File: src/rtl/stream_mux_pkg.sv
// Shared constants and helpers for the N:1 stream funnel.
package stream_mux_pkg;

   localparam int unsigned MUX_MODE_SEL = 0;
   localparam int unsigned MUX_MODE_RR  = 1;

   // Channel-index width, never narrower than one bit.
   function automatic int unsigned sel_width(input int unsigned n);
      return (n <= 2) ? 1 : $clog2(n);
   endfunction

endpackage

File: src/rtl/rr_arbiter.sv
// Combinational round-robin arbiter: first requester at or after ptr, wrapping at N-1.
module rr_arbiter #(
   parameter int unsigned N  = 4,
   parameter int unsigned SW = 2
) (
   input  logic [N-1:0]  req,
   input  logic [SW-1:0] ptr,
   output logic [N-1:0]  gnt,
   output logic [SW-1:0] idx,
   output logic          any
);

   int unsigned c;

   // Walk offsets from far to near so the nearest requester wins.
   always_comb begin
      gnt = '0;
      idx = '0;
      any = 1'b0;
      c   = 0;
      for (int k = int'(N) - 1; k >= 0; k--) begin
         c = 32'(ptr) + unsigned'(k);
         if (c >= N) c = c - N;
         if (req[SW'(c)]) begin
            gnt          = '0;
            gnt[SW'(c)]  = 1'b1;
            idx          = SW'(c);
            any          = 1'b1;
         end
      end
   end

endmodule

File: src/rtl/stream_mux_arb.sv
// N:1 valid/ready stream funnel with one registered output stage, select or round-robin steering.
// Optional packet lock (In_Last/Out_Last) enabled by STREAM_MUX_ARB_LOCK_EN.
module stream_mux_arb
   import stream_mux_pkg::*;
#(
   parameter  int unsigned N    = 4,
   parameter  int unsigned W    = 8,
   parameter  int unsigned MODE = MUX_MODE_SEL,
   localparam int unsigned SW   = sel_width(N)
) (
   input  logic           Clock,
   input  logic           Reset_n,
   input  logic [N*W-1:0] In_Data,
   input  logic [N-1:0]   In_Valid,
   output logic [N-1:0]   In_Ready,
`ifdef STREAM_MUX_ARB_LOCK_EN
   input  logic [N-1:0]   In_Last,
   output logic           Out_Last,
`endif
   input  logic [SW-1:0]  Select_Line,
   output logic [W-1:0]   Out_Data,
   output logic [SW-1:0]  Out_Chan,
   output logic           Out_Valid,
   input  logic           Out_Ready,
   output logic           Sel_Error
);

   logic          load, transfer, grant_valid, base_valid, in_range, sel_err_set;
   logic [N-1:0]  oh, base_oh;
   logic [SW-1:0] g, base_g;
   logic [W-1:0]  sel_data;

   assign load = !Out_Valid || Out_Ready;

   generate
      if (MODE == MUX_MODE_RR) begin : g_rr
         logic [SW-1:0] ptr_q;

         rr_arbiter #(.N(N), .SW(SW)) u_arb (
            .req (In_Valid),
            .ptr (ptr_q),
            .gnt (base_oh),
            .idx (base_g),
            .any (base_valid)
         );
         assign in_range = 1'b1;

         // Pointer wraps explicitly at N-1 so non-power-of-2 N works.
         always_ff @(posedge Clock) begin
            if (!Reset_n) begin
               ptr_q <= '0;
`ifdef STREAM_MUX_ARB_LOCK_EN
            end else if (transfer && |(oh & In_Last)) begin
`else
            end else if (transfer) begin
`endif
               ptr_q <= (g == SW'(N - 1)) ? '0 : g + 1'b1;
            end
         end
      end else begin : g_sel
         assign base_g   = Select_Line;
         assign in_range = 32'(Select_Line) < N;

         always_comb begin
            base_oh = '0;
            for (int unsigned i = 0; i < N; i++)
               if (Select_Line == SW'(i)) base_oh[i] = 1'b1;
         end
         assign base_valid = |(base_oh & In_Valid);
      end
   endgenerate

`ifdef STREAM_MUX_ARB_LOCK_EN
   logic          lock_q, sel_last;
   logic [N-1:0]  lock_oh_q;
   logic [SW-1:0] lock_chan_q;

   assign oh          = lock_q ? lock_oh_q : base_oh;
   assign g           = lock_q ? lock_chan_q : base_g;
   assign grant_valid = lock_q ? |(lock_oh_q & In_Valid) : base_valid;
   assign sel_last    = |(oh & In_Last);
   assign sel_err_set = !in_range && (|In_Valid) && !lock_q;

   // Hold the grant on the current channel until its last word transfers.
   always_ff @(posedge Clock) begin
      if (!Reset_n) begin
         lock_q      <= 1'b0;
         lock_oh_q   <= '0;
         lock_chan_q <= '0;
         Out_Last    <= 1'b0;
      end else if (transfer) begin
         lock_q      <= !sel_last;
         lock_oh_q   <= oh;
         lock_chan_q <= g;
         Out_Last    <= sel_last;
      end
   end
`else
   assign oh          = base_oh;
   assign g           = base_g;
   assign grant_valid = base_valid;
   assign sel_err_set = !in_range && (|In_Valid);
`endif

   assign transfer = Reset_n && load && grant_valid;
   assign In_Ready = transfer ? oh : '0;

   always_comb begin
      sel_data = '0;
      for (int unsigned i = 0; i < N; i++)
         if (oh[i]) sel_data = sel_data | In_Data[i*W +: W];
   end

   // Output stage: load on transfer, drain when nothing is granted, hold on stall.
   always_ff @(posedge Clock) begin
      if (!Reset_n) begin
         Out_Data  <= '0;
         Out_Chan  <= '0;
         Out_Valid <= 1'b0;
         Sel_Error <= 1'b0;
      end else begin
         if (transfer) begin
            Out_Data  <= sel_data;
            Out_Chan  <= g;
            Out_Valid <= 1'b1;
         end else if (load) begin
            Out_Valid <= 1'b0;
         end
         if (sel_err_set) Sel_Error <= 1'b1;
      end
   end

endmodule

File: config.mk
export PLATFORM = sky130hd
export DESIGN_NAME = stream_mux_arb
export DESIGN_NICKNAME = d
export VERILOG_FILES = /design/src/rtl/stream_mux_pkg.sv /design/src/rtl/rr_arbiter.sv /design/src/rtl/stream_mux_arb.sv
export SDC_FILE = /design/constraint.sdc
export NUM_CORES = 1
export LEC_CHECK = 0
export ABC_AREA = 1
export CAP_MARGIN = 25
export CORE_MARGIN = 1
export CORE_UTILIZATION = 35
export DETAILED_ROUTE_END_ITERATION = 8
export HOLD_SLACK_MARGIN = 0.03
export PLACE_DENSITY = 0.76
export SYNTH_ARGS = -nofsm -noshare
export SYNTH_HDL_FRONTEND = slang
export SYNTH_SLANG_ARGS = --single-unit
File: constraint.sdc
create_clock -name Clock -period 1.2 [get_ports Clock]
set_input_delay 0.12 -clock Clock [delete_from_list [all_inputs] [get_ports Clock]]
set_output_delay 0.12 -clock Clock [all_outputs]
set_load 0.02 [all_outputs]
# Yosys cells after proc, flatten, opt, wreduce, memory -nomap -nowiden
# Cells that the tools add are included.
# W data, S select, Z words.
[totals] ff_bits=11 in_bits=41 wordCells=28 out_inout_bits=16
[classes] n_eq_ne=3 mux=11 reduce_logical=7 n_bitwise=4
[op_table] cell="$mux W8" n=4
[op_table] cell="$or A8 B8 Y8" n=3
[op_table] cell="$mux W1" n=6
[op_table] cell="$and A4 B4 Y4" n=1
[op_table] cell="$eq A2 B2 Y1 const B" n=2
[op_table] cell="$mux W4" n=1
[op_table] cell="$reduce_or A4 Y1" n=1
[op_table] cell="$eq A2 B1 Y1 const B" n=1
[op_table] cell="$logic_and A1 B1 Y1" n=2
[op_table] cell="$logic_not A2 Y1" n=1
[op_table] cell="$reduce_bool A2 Y1" n=1
[op_table] cell="$logic_not A1 Y1" n=1
[op_table] cell="$logic_or A1 B1 Y1" n=1

# Longest topological paths before layout
[logic_depth] depth_word=9 mapped_depth=10 mapped_depth_nobuf=8

# Worst setup path after synthesis
# Ideal clock, no wire load.
[synth_path] kind="register -> output" start="register Out_Valid" end="output In_Ready[0]" arrival_time_ns=1.275 slack_ns=-0.195 required_ns=1.080 path_stages_with_launch=6 path_buffers=0 path_cell_list="dfxtp_1 nand2_1 nand2_1 inv_1 o21ai_1 nor3_1"
[synth_via] elab_chain_len=5
[synth_lines] element="start: declaration" line_no="stream_mux_arb.sv:23" rtl="output logic Out_Valid,"
[synth_lines] element="start signal: assignment" line_no="stream_mux_arb.sv:119" rtl="Out_Valid <= 1'b0;"
[synth_lines] element="start signal: assignment" line_no="stream_mux_arb.sv:125" rtl="Out_Valid <= 1'b1;"
[synth_lines] element="start signal: assignment" line_no="stream_mux_arb.sv:127" rtl="Out_Valid <= 1'b0;"
[synth_lines] element="$logic_not A1 Y1" line_no="stream_mux_arb.sv:33" rtl="assign load = !Out_Valid || Out_Ready;"
[synth_lines] element="$logic_or A1 B1 Y1" line_no="stream_mux_arb.sv:33"
[synth_lines] element="$logic_and A1 B1 Y1 (2 in a row)" line_no="stream_mux_arb.sv:105" rtl="assign transfer = Reset_n && load && grant_valid;"
[synth_lines] element="$mux W4" line_no="stream_mux_arb.sv:106" rtl="assign In_Ready = transfer ? oh : '0;"
[synth_lines] element="end: declaration" line_no="stream_mux_arb.sv:15" rtl="output logic [N-1:0] In_Ready,"
# No other way between the ends.

# Final worst setup path
# Same ends and word-level chain as after synthesis.

==> flow_metrics.py <==
metrics = {
    "drt": {
        "first_pass_iters": 4,
        "drcViolationCount": 0,
        "drtAntennaViolNets": 0,
        "vias": 1185,
        "wl_per_cell_um": 13.0,
        "wl_um": 3170,
        "vias_per_cell": 4.86,
        "drt_iter0_drc": 10,
    },
    "placement": {
        "post-place-ws_ns": -0.816,
        "placedCellCount": 234,
        "placed_area_um2": 1520,
        "gp_congestion": 0.823,
        "place_hpwl_um": 2230,
        "portBuffers": 55,
    },
    "setup_path": {
        "r2r_slack_ns": 0.07,
        "required_ns": 1.08,
        "worstReg2RegEnd": "Out_Chan[1]",
        "startpoint": "Out_Valid",
        "reg2reg_from": "Out_Valid",
        "critical_path_arrival_ns": 1.16,
        "path_class": "reg2out",
        "start_kind": "register",
        "endpoint": "In_Ready[0]",
        "rr_worst_depth": 8,
        "end_kind": "primary output",
        "worstPathMaxFanout": 3,
    },
    "floorplanning": {
        "die-area_um2": 2620,
        "start_util_pct": 37.6,
        "core_area_um2": 2250,
        "die_w_um": 51.2,
        "rows": 17,
        "fp.dieH_um": 51.2,
        "ios": 57,
    },
    "sta": {
        "hold_viol": 0,
        "setup_viol": 4,
        "skew_ns": 0.00478,
        "fmaxAchievable_mhz": 784,
        "min_period_over_period_pct": 106,
        "layout_setup_ws_ns": -0.0758,
        "rsz0062_at_grt": "true",
        "fin_crit_ns": 1.28,
        "maxSlewViolCount": 0,
    },
    "synthesis": {
        "postSynthCellCount": 140,
        "synth_cell_type_count": 21,
        "synth_area_um2": 848,
        "ys_ff_latch": 11,
        "yosys.area.top_type_share_pct": 26.0,
        "syn_avg_cell_area_um2": 6.06,
        "synth_nets": 181,
        "synth_flop_cell": "dfxtp_1",
        "synth-edff-count": 0,
        "yosys-top-cells-count": "52 x nand2_1, 25 x nor2_1, 19 x nand3_1, 11 x dfxtp_1, 5 x inv_1",
        "async_flop_share_pct": 0,
        "synth_most_common_cell": "nand2_1",
        "synth_area_leaders": "dfxtp_1 26%, nand2_1 23%, nand3_1 11%",
        "yosys_warnings": 0,
        "seq_area_frac_synth_pct": 26.0,
        "yosysTopAreaCell": "dfxtp_1",
    },
    "pwr": {
        "ir_drop_uv": 558,
        "power.total_mw": 1.21,
        "pwr_density_cell_nw_per_um2": 741,
        "leakagePower_nw": 0.829,
    },
    "global_routing": {
        "grt.total_usage_pct": 24.3,
        "grt_pass1_vias": 1188,
        "antenna_found_initial": 0,
        "gr-total-overflow": 0,
        "grt_max_degree": 17,
        "grt_pass1_wl_um": 4750,
    },
    "min_path": {
        "min_path_type": "in2reg",
    },
    "cts": {
        "path_clk_slew_ns": 0.06,
        "cts_buffers": 3,
        "cts_tree": "yes",
        "cts.path.max_buffers": 2,
        "cts_max_level": 1,
        "clk_latency_ns": 0.27,
        "clock-sinks": 11,
        "cts_root_buffer": "clkbuf_4",
        "cts_hold_buf": 0,
    },
    "status": {
        "status": "finished, violations left",
        "violations": "setup timing",
    },
    "layout": {
        "drive_above_1_share_pct": 29.2,
        "design_area_um2": 1640,
        "utilization_pct": 72.6,
        "nets": 258,
        "antenna_cells": 0,
        "final_cell_count_no_fill": 244,
        "filler_cell_count": 204,
        "area_delta_synth_final_pct": 92.9,
    },
    "run": {
        "drv_cap": 0,
    },
}
state kept, by name, indices dropped and copies added (netlist names):
signal     count
Out_Chan       2
Out_Valid      1
Out_Data       8
repair_timing:
action / in CTS / in global routing
setup buffers: 3 / 2
resized for setup: 59 / 8
pin swaps: 10 / 6
gates cloned: 0 / 1
setup endpoints to repair: 26 / 11
power breakdown:
part / leakage (nW) / internal [mW] / switching [mW] / total (mW)
clock: 0.0150 / 0.129 / 0.125 / 0.254
combinational: 0.724 / 0.276 / 0.272 / 0.548
sequential: 0.0906 / 0.395 / 0.0154 / 0.410
layout by cell type (no fill, tap or decap):
cell type,netlist,layout
a21oi_1,3,3
nor2_1,25,22
inv_1,5,3
nand2_4,1,4
nand3_1,19,16
nand3_4,0,1
clkdlybuf4s50_1,0,33
clkbuf_1,0,1
nand2_1,52,48
buf_4,1,24
buf_2,3,1
nor3_2,0,1
nand3_2,2,4
conb_1,1,1
nor2_8,2,2
o21ai_4,0,1
inv_2,1,2
dfxtp_2,0,1
nand2_2,4,5
nor2_2,2,5
buf_6,2,4
inv_4,2,3
nor2_4,1,2
dfxtp_1,11,10
dlygate4sd2_1,0,16
clkbuf_4,0,3
worst min path at each step:
| stage | startpoint | end | slack [ns] | cells after the start |
|---|---|---|---|---|
| 2_1_floorplan | Out_Ready | Out_Valid | 0.30 | 3 |
| 3_3_place_gp | Out_Chan[1] | Out_Chan[1] | 0.45 | 2 |
| 3_5_place_dp | Out_Chan[0] | Out_Chan[0] | 0.46 | 2 |
| 4_1_cts | Out_Ready | Out_Valid | 0.34 | 5 |
| 5_1_grt | Out_Ready | Out_Valid | 0.49 | 6 |
| 6_report | Out_Ready | Out_Valid | 0.46 | 6 |
logic make-up (layout without fill, tap and decap cells):
kind of cell / count (synthesis) / after routing / share of synthesized area [%]
DFF: 11 / 11 / 26.0
AOI/OAI and AO/OA: 4 / 4 / 2.36
buffers and inverters: 15 / 90 / 11.2
and+or+nand+nor: 109 / 110 / 60.0
other: 1 / 1 / 0.442
critical path, stage by stage, from the launching register on:
cell and delay (ns):
dfxtp_2 0.33, nand2_4 0.07, nand2_4 0.06, inv_4 0.08
o21ai_4 0.06, nor3_2 0.12, buf_4 0.17
per-stage QoR:
stage	hold slack (ns)	TNS, ns
CTS	0.343	-0.320
floorplan	0.304	-0.0667
detailed placement	0.464	-8.66
global route	0.487	-0.389
finish	0.462	-0.223
global placement	0.447	-7.76
routing by layer:
metal	track usage, %	up-vias	part of all wire (%)	wire length [um]
met1	22.5	533	38	1220
met4	9.91	0	3.3	105
met5	0	-	0	0
li1	-	588	-	-
met2	49.3	52	52	1660
met3	5.65	12	5.8	184
final cells by class:
class,count,area (um2),share of cell area [%]
Timing Repair Buffer,78,701,42.8
Multi-Input combinational cell,115,616,37.6
Sequential cell,11,221,13.5
Inverter,8,37.5,2.29
Tap cell,28,35.0,2.14
Clock buffer,4,26.3,1.61
Power figures use the tool's default switching activity.
